## src/rtl/regfile_pkg.sv

```systemverilog
// ----------------------------------------------------------------------------
// regfile_pkg
//   Shared constants and types for the register-file writeback scheduler.
//   AW/DW      : register address / data width
//   NREG       : number of architectural registers (pending scoreboard width)
//   DEPTH      : src1 holding FIFO entries (power of 2, >= 2)
//   MAX_OUT    : max mul/div ops issued but not yet committed
//   wb_src_e   : which source owns the write-port slot loaded this cycle
//   wb_entry_t : one queued src1 result {rd, data}
// ----------------------------------------------------------------------------
package regfile_pkg;

    localparam int AW      = 5;
    localparam int DW      = 32;
    localparam int NREG    = 32;
    localparam int DEPTH   = 2;
    localparam int MAX_OUT = 4;

    // Counter widths sized to hold the inclusive maximum value.
    localparam int CW = $clog2(DEPTH + 1);
    localparam int OW = $clog2(MAX_OUT + 1);

    typedef enum logic [1:0] {
        WB_NONE = 2'd0,
        WB_S0   = 2'd1,
        WB_S1   = 2'd2
    } wb_src_e;

    typedef struct packed {
        logic [AW-1:0] rd;
        logic [DW-1:0] data;
    } wb_entry_t;

endpackage : regfile_pkg

```

## src/rtl/wb_skid_fifo.sv

```systemverilog
// ----------------------------------------------------------------------------
// wb_skid_fifo
//   Small circular FIFO that holds src1 results while src0 owns the
//   register-file write port. Head is presented combinationally (show-ahead).
//   Ports:
//     clk      in   clock
//     rst_n    in   async active-low reset (flushes pointers and count)
//     push_i   in   write din_i at tail (caller guarantees not full)
//     din_i    in   W-bit entry
//     pop_i    in   drop head (caller guarantees not empty)
//     dout_o   out  head entry
//     count_o  out  number of valid entries
//     empty_o  out  count_o == 0
// ----------------------------------------------------------------------------
module wb_skid_fifo #(
    parameter int W     = 37,
    parameter int DEPTH = 2
) (
    input  logic                       clk,
    input  logic                       rst_n,
    input  logic                       push_i,
    input  logic [W-1:0]               din_i,
    input  logic                       pop_i,
    output logic [W-1:0]               dout_o,
    output logic [$clog2(DEPTH+1)-1:0] count_o,
    output logic                       empty_o
);

    localparam int PW = $clog2(DEPTH);
    localparam int CW = $clog2(DEPTH + 1);

    logic [W-1:0]  mem_q [DEPTH];
    logic [PW-1:0] wr_ptr_q, wr_ptr_d;
    logic [PW-1:0] rd_ptr_q, rd_ptr_d;
    logic [CW-1:0] count_q,  count_d;

    always_comb begin
        wr_ptr_d = wr_ptr_q;
        rd_ptr_d = rd_ptr_q;
        count_d  = count_q;
        if (push_i) begin
            wr_ptr_d = wr_ptr_q + 1'b1;
        end
        if (pop_i) begin
            rd_ptr_d = rd_ptr_q + 1'b1;
        end
        unique case ({push_i, pop_i})
            2'b10:   count_d = count_q + CW'(1);
            2'b01:   count_d = count_q - CW'(1);
            default: count_d = count_q;
        endcase
    end

    always_ff @(posedge clk or negedge rst_n) begin
        if (!rst_n) begin
            wr_ptr_q <= '0;
            rd_ptr_q <= '0;
            count_q  <= '0;
        end else begin
            wr_ptr_q <= wr_ptr_d;
            rd_ptr_q <= rd_ptr_d;
            count_q  <= count_d;
        end
    end

    // Storage needs no reset: an entry is only read after it has been pushed.
    always_ff @(posedge clk) begin
        if (push_i) begin
            mem_q[wr_ptr_q] <= din_i;
        end
    end

    assign dout_o  = mem_q[rd_ptr_q];
    assign count_o = count_q;
    assign empty_o = (count_q == '0);

endmodule : wb_skid_fifo

```

## src/rtl/regfile_wb_scheduler.sv

```systemverilog
// ----------------------------------------------------------------------------
// regfile_wb_scheduler
//   Arbitrates the register file's single write port between the in-order
//   ALU/load pipeline (src0, no backpressure, absolute priority) and the
//   multi-cycle mul/div unit (src1, valid/ready, buffered in a small FIFO).
//   Tracks outstanding mul/div destinations in a pending scoreboard and
//   raises raw_stall when a decode source register is still in flight.
//   Ports:
//     clk, rst_n                        clock, async active-low reset
//     issue_valid/issue_rd/issue_ready  mul/div issue into the scoreboard
//     s0_we/s0_rd/s0_data               src0 writeback
//     s1_valid/s1_ready/s1_rd/s1_data   src1 writeback handshake
//     rf_we/rf_wa/rf_wd                 registered register-file write port
//     chk_ra1/chk_ra2/raw_stall         decode hazard check (combinational)
// ----------------------------------------------------------------------------
module regfile_wb_scheduler
    import regfile_pkg::*;
(
    input  logic          clk,
    input  logic          rst_n,
    input  logic          issue_valid,
    input  logic [AW-1:0] issue_rd,
    output logic          issue_ready,
    input  logic          s0_we,
    input  logic [AW-1:0] s0_rd,
    input  logic [DW-1:0] s0_data,
    input  logic          s1_valid,
    output logic          s1_ready,
    input  logic [AW-1:0] s1_rd,
    input  logic [DW-1:0] s1_data,
    output logic          rf_we,
    output logic [AW-1:0] rf_wa,
    output logic [DW-1:0] rf_wd,
    input  logic [AW-1:0] chk_ra1,
    input  logic [AW-1:0] chk_ra2,
    output logic          raw_stall
);

    logic            rf_we_q,     rf_we_d;
    logic [AW-1:0]   rf_wa_q,     rf_wa_d;
    logic [DW-1:0]   rf_wd_q,     rf_wd_d;
    wb_src_e         src_q,       src_d;
    logic            s1_ready_q,  s1_ready_d;
    logic [NREG-1:0] pending_q,   pending_d;
    logic [OW-1:0]   outstanding_q, outstanding_d;

    logic            s1_hs;
    logic            issue_acc;
    logic            commit;
    logic            fifo_push;
    logic            fifo_pop;
    logic            fifo_empty;
    logic [CW-1:0]   fifo_count;
    logic [CW-1:0]   fifo_count_nxt;
    wb_entry_t       fifo_head;
    wb_entry_t       fifo_din;

    assign s1_hs     = s1_valid && s1_ready_q;
    assign issue_acc = issue_valid && issue_ready;
    // The slot loaded last cycle came from src1, so this edge is the one the
    // register file latches it on: retire it from the scoreboard now.
    assign commit    = (src_q == WB_S1);
    assign fifo_din  = '{rd: s1_rd, data: s1_data};

    wb_skid_fifo #(
        .W     (AW + DW),
        .DEPTH (DEPTH)
    ) u_fifo (
        .clk     (clk),
        .rst_n   (rst_n),
        .push_i  (fifo_push),
        .din_i   (fifo_din),
        .pop_i   (fifo_pop),
        .dout_o  (fifo_head),
        .count_o (fifo_count),
        .empty_o (fifo_empty)
    );

    // Write-port mux. rf_wa/rf_wd hold their value on idle cycles; a src1
    // rd==0 entry still takes the slot (and commits) but leaves rf_we low.
    always_comb begin
        rf_we_d   = 1'b0;
        rf_wa_d   = rf_wa_q;
        rf_wd_d   = rf_wd_q;
        src_d     = WB_NONE;
        fifo_pop  = 1'b0;
        fifo_push = s1_hs;
        if (s0_we && (s0_rd != '0)) begin
            rf_we_d = 1'b1;
            rf_wa_d = s0_rd;
            rf_wd_d = s0_data;
            src_d   = WB_S0;
        end else if (!fifo_empty) begin
            fifo_pop = 1'b1;
            rf_we_d  = (fifo_head.rd != '0);
            rf_wa_d  = fifo_head.rd;
            rf_wd_d  = fifo_head.data;
            src_d    = WB_S1;
        end else if (s1_hs) begin
            fifo_push = 1'b0;
            rf_we_d   = (s1_rd != '0);
            rf_wa_d   = s1_rd;
            rf_wd_d   = s1_data;
            src_d     = WB_S1;
        end
    end

    // s1_ready is registered from the next-cycle FIFO occupancy so it always
    // equals (fifo_count < DEPTH) without a combinational path to s1_valid.
    always_comb begin
        unique case ({fifo_push, fifo_pop})
            2'b10:   fifo_count_nxt = fifo_count + CW'(1);
            2'b01:   fifo_count_nxt = fifo_count - CW'(1);
            default: fifo_count_nxt = fifo_count;
        endcase
        s1_ready_d = (fifo_count_nxt < CW'(DEPTH));
    end

    // Scoreboard: clear first, then set, so a same-edge issue wins.
    always_comb begin
        pending_d = pending_q;
        if (commit) begin
            pending_d[rf_wa_q] = 1'b0;
        end
        if (issue_acc && (issue_rd != '0)) begin
            pending_d[issue_rd] = 1'b1;
        end
        pending_d[0] = 1'b0;
    end

    // Outstanding counter; the zero guard keeps a protocol-violating commit
    // from wrapping the count.
    always_comb begin
        outstanding_d = outstanding_q;
        unique case ({issue_acc, commit})
            2'b10: outstanding_d = outstanding_q + OW'(1);
            2'b01: begin
                if (outstanding_q != '0) begin
                    outstanding_d = outstanding_q - OW'(1);
                end
            end
            default: outstanding_d = outstanding_q;
        endcase
    end

    always_ff @(posedge clk or negedge rst_n) begin
        if (!rst_n) begin
            rf_we_q       <= 1'b0;
            rf_wa_q       <= '0;
            rf_wd_q       <= '0;
            src_q         <= WB_NONE;
            s1_ready_q    <= 1'b1;
            pending_q     <= '0;
            outstanding_q <= '0;
        end else begin
            rf_we_q       <= rf_we_d;
            rf_wa_q       <= rf_wa_d;
            rf_wd_q       <= rf_wd_d;
            src_q         <= src_d;
            s1_ready_q    <= s1_ready_d;
            pending_q     <= pending_d;
            outstanding_q <= outstanding_d;
        end
    end

    assign rf_we       = rf_we_q;
    assign rf_wa       = rf_wa_q;
    assign rf_wd       = rf_wd_q;
    assign s1_ready    = s1_ready_q;
    assign issue_ready = (outstanding_q < OW'(MAX_OUT));
    assign raw_stall   = pending_q[chk_ra1] | pending_q[chk_ra2];

endmodule : regfile_wb_scheduler

```

## config.mk

```make
export PLATFORM = sky130hd
export DESIGN_NAME = regfile_wb_scheduler
export DESIGN_NICKNAME = d
export VERILOG_FILES = /design/src/rtl/regfile_pkg.sv /design/src/rtl/wb_skid_fifo.sv /design/src/rtl/regfile_wb_scheduler.sv
export SDC_FILE = /design/constraint.sdc
export NUM_CORES = 1
export LEC_CHECK = 0
export CORE_ASPECT_RATIO = 0.5
export CORE_MARGIN = 2
export CORE_UTILIZATION = 47
export CTS_CLUSTER_DIAMETER = 50
export DETAILED_ROUTE_END_ITERATION = 10
export PLACE_DENSITY = 0.76
export SKIP_CTS_REPAIR_TIMING = 1
export SYNTH_ARGS = -nofsm -noshare
export SYNTH_HDL_FRONTEND = slang
export SYNTH_SLANG_ARGS = --single-unit
```

## constraint.sdc

```tcl
create_clock -name clk -period 2.81 [get_ports clk]
set_input_delay 0.281 -clock clk [delete_from_list [all_inputs] [get_ports clk]]
set_output_delay 0.281 -clock clk [all_outputs]
set_load 0.01 [all_outputs]
```

==> flow_summary.ini, run 1 <==
[setup_path]
endpoint_kind = output pin
worst-path-max-fanout = 11
critPathRequiredTime_ps = 2530
criticalPathCategory = in -> out
worst-endpoint-arrival_ps = 2410
critical_path.startpoint_type = input pin

[timing]
timing.final.max_slew_violations = 0
whs_ps = 32.5
final-setup-viol-count = 0
fmax_mhz = 372
final_min_period_over_clock_period = 0.957
timing_worst_slew_pin_value_ps = 1040
skew_ps = 10.8
unrepaired_setup_endpoints_after_global_routing = no
report.final.hold_viol_count = 0
crit_path_time_final_ps = 2690
worst_slew_margin_rel = 0.306
setup_tns_ps = 0

[global_route]
gr-usage-all-layers = 0.223
grt_max_degree = 80
first_global_vias = 5542
grt_pass1_wl_microns = 27900
grt_overflow_total = 0
antenna_found_initial = 0

[detailed_routing]
total_length_of_routed_wires_microns = 17100
detail-route-antenna-nets = 0
routed_via_density = 5.72
drt_pre_antenna_iters = 5
post_drt_wl_per_cell_microns = 18.1
detailed_route_via_count = 5395
number_of_drc_violations_after_detailed_routing = 0
drt_iter0_drc = 378

[clock_network]
cts-buffers-inserted = 17
clock_sink_count = 153
clkLatencyLatePin_ps = 420
clk_root_buffer_cell = clkbuf_16
clk_transition_reported_paths_ps = 70
cts_buffer_depth = 2
h-tree-depth = 4
tritoncts = done

[finish]
area.growth.synth_to_final_pct = 31.1
post_route_cells_drive_above_1_share = 0.102
design.final.nets = 829
instances_no_fill = 944
post-route-util = 0.635
antenna_cells_inserted = 0

[power]
power.static_leakage_nw = 3.40
clkPwrFrac = 0.255
power.internal_mw = 6.04
power.ir.vdd_worst_v = 0.000527
combPwrFrac = 0.346
power.share.switching = 0.340
netSwitchingPower_mw = 3.12
power_density_mw_per_mm2 = 989
seqPwrFrac = 0.399
total_power_mw = 9.16

[synthesis]
post_synthesis_instance_area_sq_mm = 0.00706
synth.top_cell.area_share = 0.315
ys_warn_count = 0
asyncSetResetFlopFracSynth = 0.516
synth.area.top_cells = edfxtp_1 31%, dfrtp_1 28%, o21ai_0 6.4%
synth_edf_count = 74
synth_top_area_cell = edfxtp_1
syn_avg_cell_area_sq_um = 11.8
ys_seq_area_frac = 0.595
synth.distinct_cells = 49
synth_fp_nets = 697
synth_ff_type = dfrtp_1
number_of_instances_in_the_synthesized_netlist = 601
synth.ff_latch_count = 153

[placed_design]
detailedPlacementHpwl_microns = 11300
port_buffers = 134
gp_congestion = 0.898
place_inst = 912

[flow_run]
drv_cap = 0

[floorplanning]
fp.dieArea_sq_mm = 0.0161
floorplan.die.width_microns = 177
floorplan.initialDensity = 0.484
ioPinCount = 135
die_y_microns = 90.7
core_sq_mm = 0.0146
row_count = 31

[outcome]
run_status = complete, no violations

[worst_hold_path]
timing.hold.worst.class = in -> async
[cell usage after synthesis (2+ instances only)]
cell	instances
or3b_1	2
or3_1	4
o221ai_1	4
mux2_2	3
buf_2	23
dfrtp_1	78
o21ai_1	9
mux2i_1	42
o311ai_0	2
nand4_1	4
inv_1	5
nand3_1	6
mux4_2	13
o21ai_0	91
nand4b_1	2
xnor2_1	4
a21oi_1	41
or4_1	2
nand3b_1	10
nor2_1	51
nor3_1	4
nor3b_1	3
clkbuf_1	11
a211oi_1	36
or3b_2	2
edfxtp_1	74
nand2_1	53
[critical path, stage by stage]
cell,delay (ps)
clkdlybuf4s50_1,510
buf_12,150
mux4_2,510
nand4b_1,110
nand4_1,100
nor3_1,170
nand4_1,90
clkdlybuf4s50_1,490
[metal layers]
layer	track usage	vias up	share of wire
met4	0.0915	0	0.020
li1	-	2534	-
met1	0.275	2654	0.42
met5	0	-	0
met2	0.381	178	0.51
met3	0.0480	29	0.046
[area by class of cell]
cell class	count	area [sq um]
Sequential cell	153	4200
Timing Repair Buffer	149	1500
Fill cell	1138	5330
Clock buffer	18	429
Multi-Input combinational cell	406	2680
Tap cell	198	248
Clock inverter	14	173
Inverter	6	22.5
[metrics by stage]
step	area [sq um]	setup WS, ps
2_1_floorplan	7060	-41.6
3_3_place_gp	8650	62.9
3_5_place_dp	8650	56.0
4_1_cts	9260	52.5
5_1_grt	9260	5.90
6_report	9260	121
[path summary, 6_finish.rpt]
check / cells after the start / startpoint / to / slack, ps
worst max-delay path: 8 / chk_ra1[1] / raw_stall / 120
worst min-delay path: 1 / rst_n / rf_wd[9] / 30
worst max register to register: 6 / u_fifo.count_o[0] / rf_wd[30] / 810
worst min register to register: 1 / flop / flop / 510
max in group asynchronous: 1 / rst_n / u_fifo.rd_ptr_q / 2060
min in group clk: 3 / s0_data[27] / rf_wd[27] / 400
[placed cells by master (no fill, tap or decap), drive strengths merged, types with 2 or more instances in the layout]
| master | instances |
|---|---|
| a21oi | 42 |
| or4 | 3 |
| nand4b | 2 |
| a211oi | 36 |
| dfrtp | 78 |
| xor2 | 2 |
| o311ai | 2 |
| clkinvlp | 5 |
| or3b | 4 |
| edfxtp | 74 |
| nand2 | 53 |
| o221ai | 4 |
| or3 | 4 |
| mux2 | 3 |
| xnor2 | 4 |
| clkinv | 3 |
| nand3b | 10 |
| nand4 | 4 |
| nand3 | 6 |
| clkdlybuf4s50 | 132 |
| o21ai | 101 |
| mux4 | 13 |
| buf | 16 |
| nor3b | 3 |
| inv | 9 |
| mux2i | 42 |
| nor2 | 52 |
| clkbuf | 18 |
| nor3 | 4 |
| bufinv | 3 |
[kinds of logic after synthesis]
| kind of cell | synth area share |
|---|---|
| muxes | 0.106 |
| DFF | 0.595 |
| and+or+nand+nor | 0.103 |
| buffers and inverters | 0.0280 |
| xor gates and xnor gates | 0.00850 |
| adders and majority gates | 0.00460 |
| AOI/OAI and AO/OA | 0.155 |
[registers in the layout, indices dropped and copies added, names as in the netlist, 2 cells and up, named ones only]
signal	count
outstanding_q	3
rf_wd	32
src_q	2
rf_wa	5
u_fifo.mem_q	74
pending_q	31
[power by group through the flow]
stage               Clock (mW)  Combinational, mW  Sequential, mW
floorplan                    0               2.02            3.51
global placement             0               3.09            3.66
detailed placement           0               3.17            3.68
CTS                       2.37               3.20            3.64
global route              2.48               3.53            3.73
finish                    2.33               3.17            3.66
Power figures use the tool's default switching activity.
==> run 2: changes to the inputs <==
CORE_UTILIZATION = 49   (was 47)
CTS_BUF_LIST = sky130_fd_sc_hd__clkbuf_8   (was default)
PLACE_DENSITY = 0.79   (was 0.76)
==> flow_summary.ini, run 2 (same netlist as run 1, synthesis figures left out) <==
[setup_path]
criticalPathCategory = reg -> out
worst-path-max-fanout = 3
worst-endpoint-arrival_ps = 2360
critical_path.startpoint_type = flop
endpoint_kind = output pin
critPathRequiredTime_ps = 2530

[global_route]
gr-usage-all-layers = 0.231
grt_overflow_total = 0
grt_max_degree = 70
grt_pass1_wl_microns = 27500
first_global_vias = 5411
antenna_found_initial = 0

[clock_network]
cts_buffer_depth = 2
h-tree-depth = 4
clk_transition_reported_paths_ps = 90
cts-buffers-inserted = 17
clk_root_buffer_cell = clkbuf_8
clock_sink_count = 153
clkLatencyLatePin_ps = 440
tritoncts = done

[flow_run]
drv_cap = 0

[placed_design]
place_worst_setup_slack_ps = 90.0
place_inst = 910
detailed_place.area_sq_mm = 0.00865
gp_congestion = 0.946
port_buffers = 134
detailedPlacementHpwl_microns = 12000

[detailed_routing]
drt_iter0_drc = 459
routedLengthMet1_microns = 7060
drt_pre_antenna_iters = 5
met3_length_microns = 936
post_drt_wl_per_cell_microns = 18.5
detailed_route_via_count = 5426
detail-route-antenna-nets = 0
highest-signal-layer = met4
routed_via_density = 5.75
wl_met2_microns = 8960
number_of_drc_violations_after_detailed_routing = 0
total_length_of_routed_wires_microns = 17400

[finish]
final_common_cell = clkdlybuf4s50_1
post_route_cells_drive_above_1_share = 0.104
regMostFlops = u_fifo.mem_q
area.growth.synth_to_final_pct = 28.0
final_cell_area_sq_mm = 0.00904
number_of_flip_flops_under_the_largest_register_name = 74
instances_no_fill = 943
most_frequent_cells_in_the_layout = 130 x clkdlybuf4s50_1, 91 x o21ai_0, 77 x dfrtp_1
design.final.nets = 834
antenna_cells_inserted = 0
post-route-util = 0.655

[timing]
setup_tns_ps = 0
final-setup-viol-count = 0
unrepaired_setup_endpoints_after_global_routing = no
worst_slew_margin_rel = 0.471
timing_worst_slew_pin_value_ps = 793
report.final.hold_viol_count = 0
final_min_period_over_clock_period = 0.941
crit_path_time_final_ps = 2640
skew_ps = 15.3
timing.final.max_slew_violations = 0
timing.final.ws_setup_ps = 166
whs_ps = 381
fmax_mhz = 378

[power]
total_power_mw = 8.46
power.internal_mw = 5.41
power.ir.vdd_worst_v = 0.000527
clkPwrFrac = 0.189
combPwrFrac = 0.377
power_density_mw_per_mm2 = 935
power.static_leakage_nw = 3.36
seqPwrFrac = 0.434
netSwitchingPower_mw = 3.05
power.share.switching = 0.360

[floorplanning]
row_count = 30
floorplan.initialDensity = 0.511
ioPinCount = 135
core_sq_mm = 0.0138
die_y_microns = 88.9
fp.dieArea_sq_mm = 0.0155
floorplan.die.width_microns = 174

[worst_hold_path]
timing.hold.worst.class = in -> reg

[outcome]
run_status = complete, no violations
[run 2: path summary, 6_finish.rpt]
path | from | end | slack (ps) | cells after the start
hold / removal | s0_data[27] | rf_wd[27] | 380 | 3
setup / recovery | pending_q[29] | raw_stall | 170 | 6
max in group asynchronous | rst_n | s1_ready | 1610 | 3
setup reg to reg | src_q[0] | outstanding_q[1] | 870 | 5
hold reg to reg | flop | flop | 530 | 1
min in group asynchronous | rst_n | rf_wd[9] | 470 | 2
[run 2: per-layer routing]
layer	up-vias	GRT usage
met1	2677	0.275
met3	46	0.0455
met4	0	0.0993
met2	171	0.423
met5	-	0
li1	2532	-
[run 2: power by group through the flow]
stage	clock, mW	sequential, mW	combinational (mW)
after detailed placement	0	3.70	3.20
after CTS	1.62	3.65	3.21
after global placement	0	3.65	3.10
final	1.60	3.67	3.19
after global routing	1.73	3.73	3.52
after floorplan	0	3.51	2.02
[run 2: area by class of cell]
class	count	area, sq um
fillers	1074	4770
flip-flops and latches	153	4200
multi-input cells	406	2680
repair buffers	154	1520
clock buffers	20	275
well taps	192	240
clock inverters	12	98.8
inverters	6	22.5
[run 2: worst max-delay path, stage by stage, from the launching register on]
cell and delay, ps:
dfrtp_1 450, mux4_2 480, mux2i_1 150, nor3b_1 70, nor3_1 190, nand4_1 100
clkdlybuf4s50_1 490
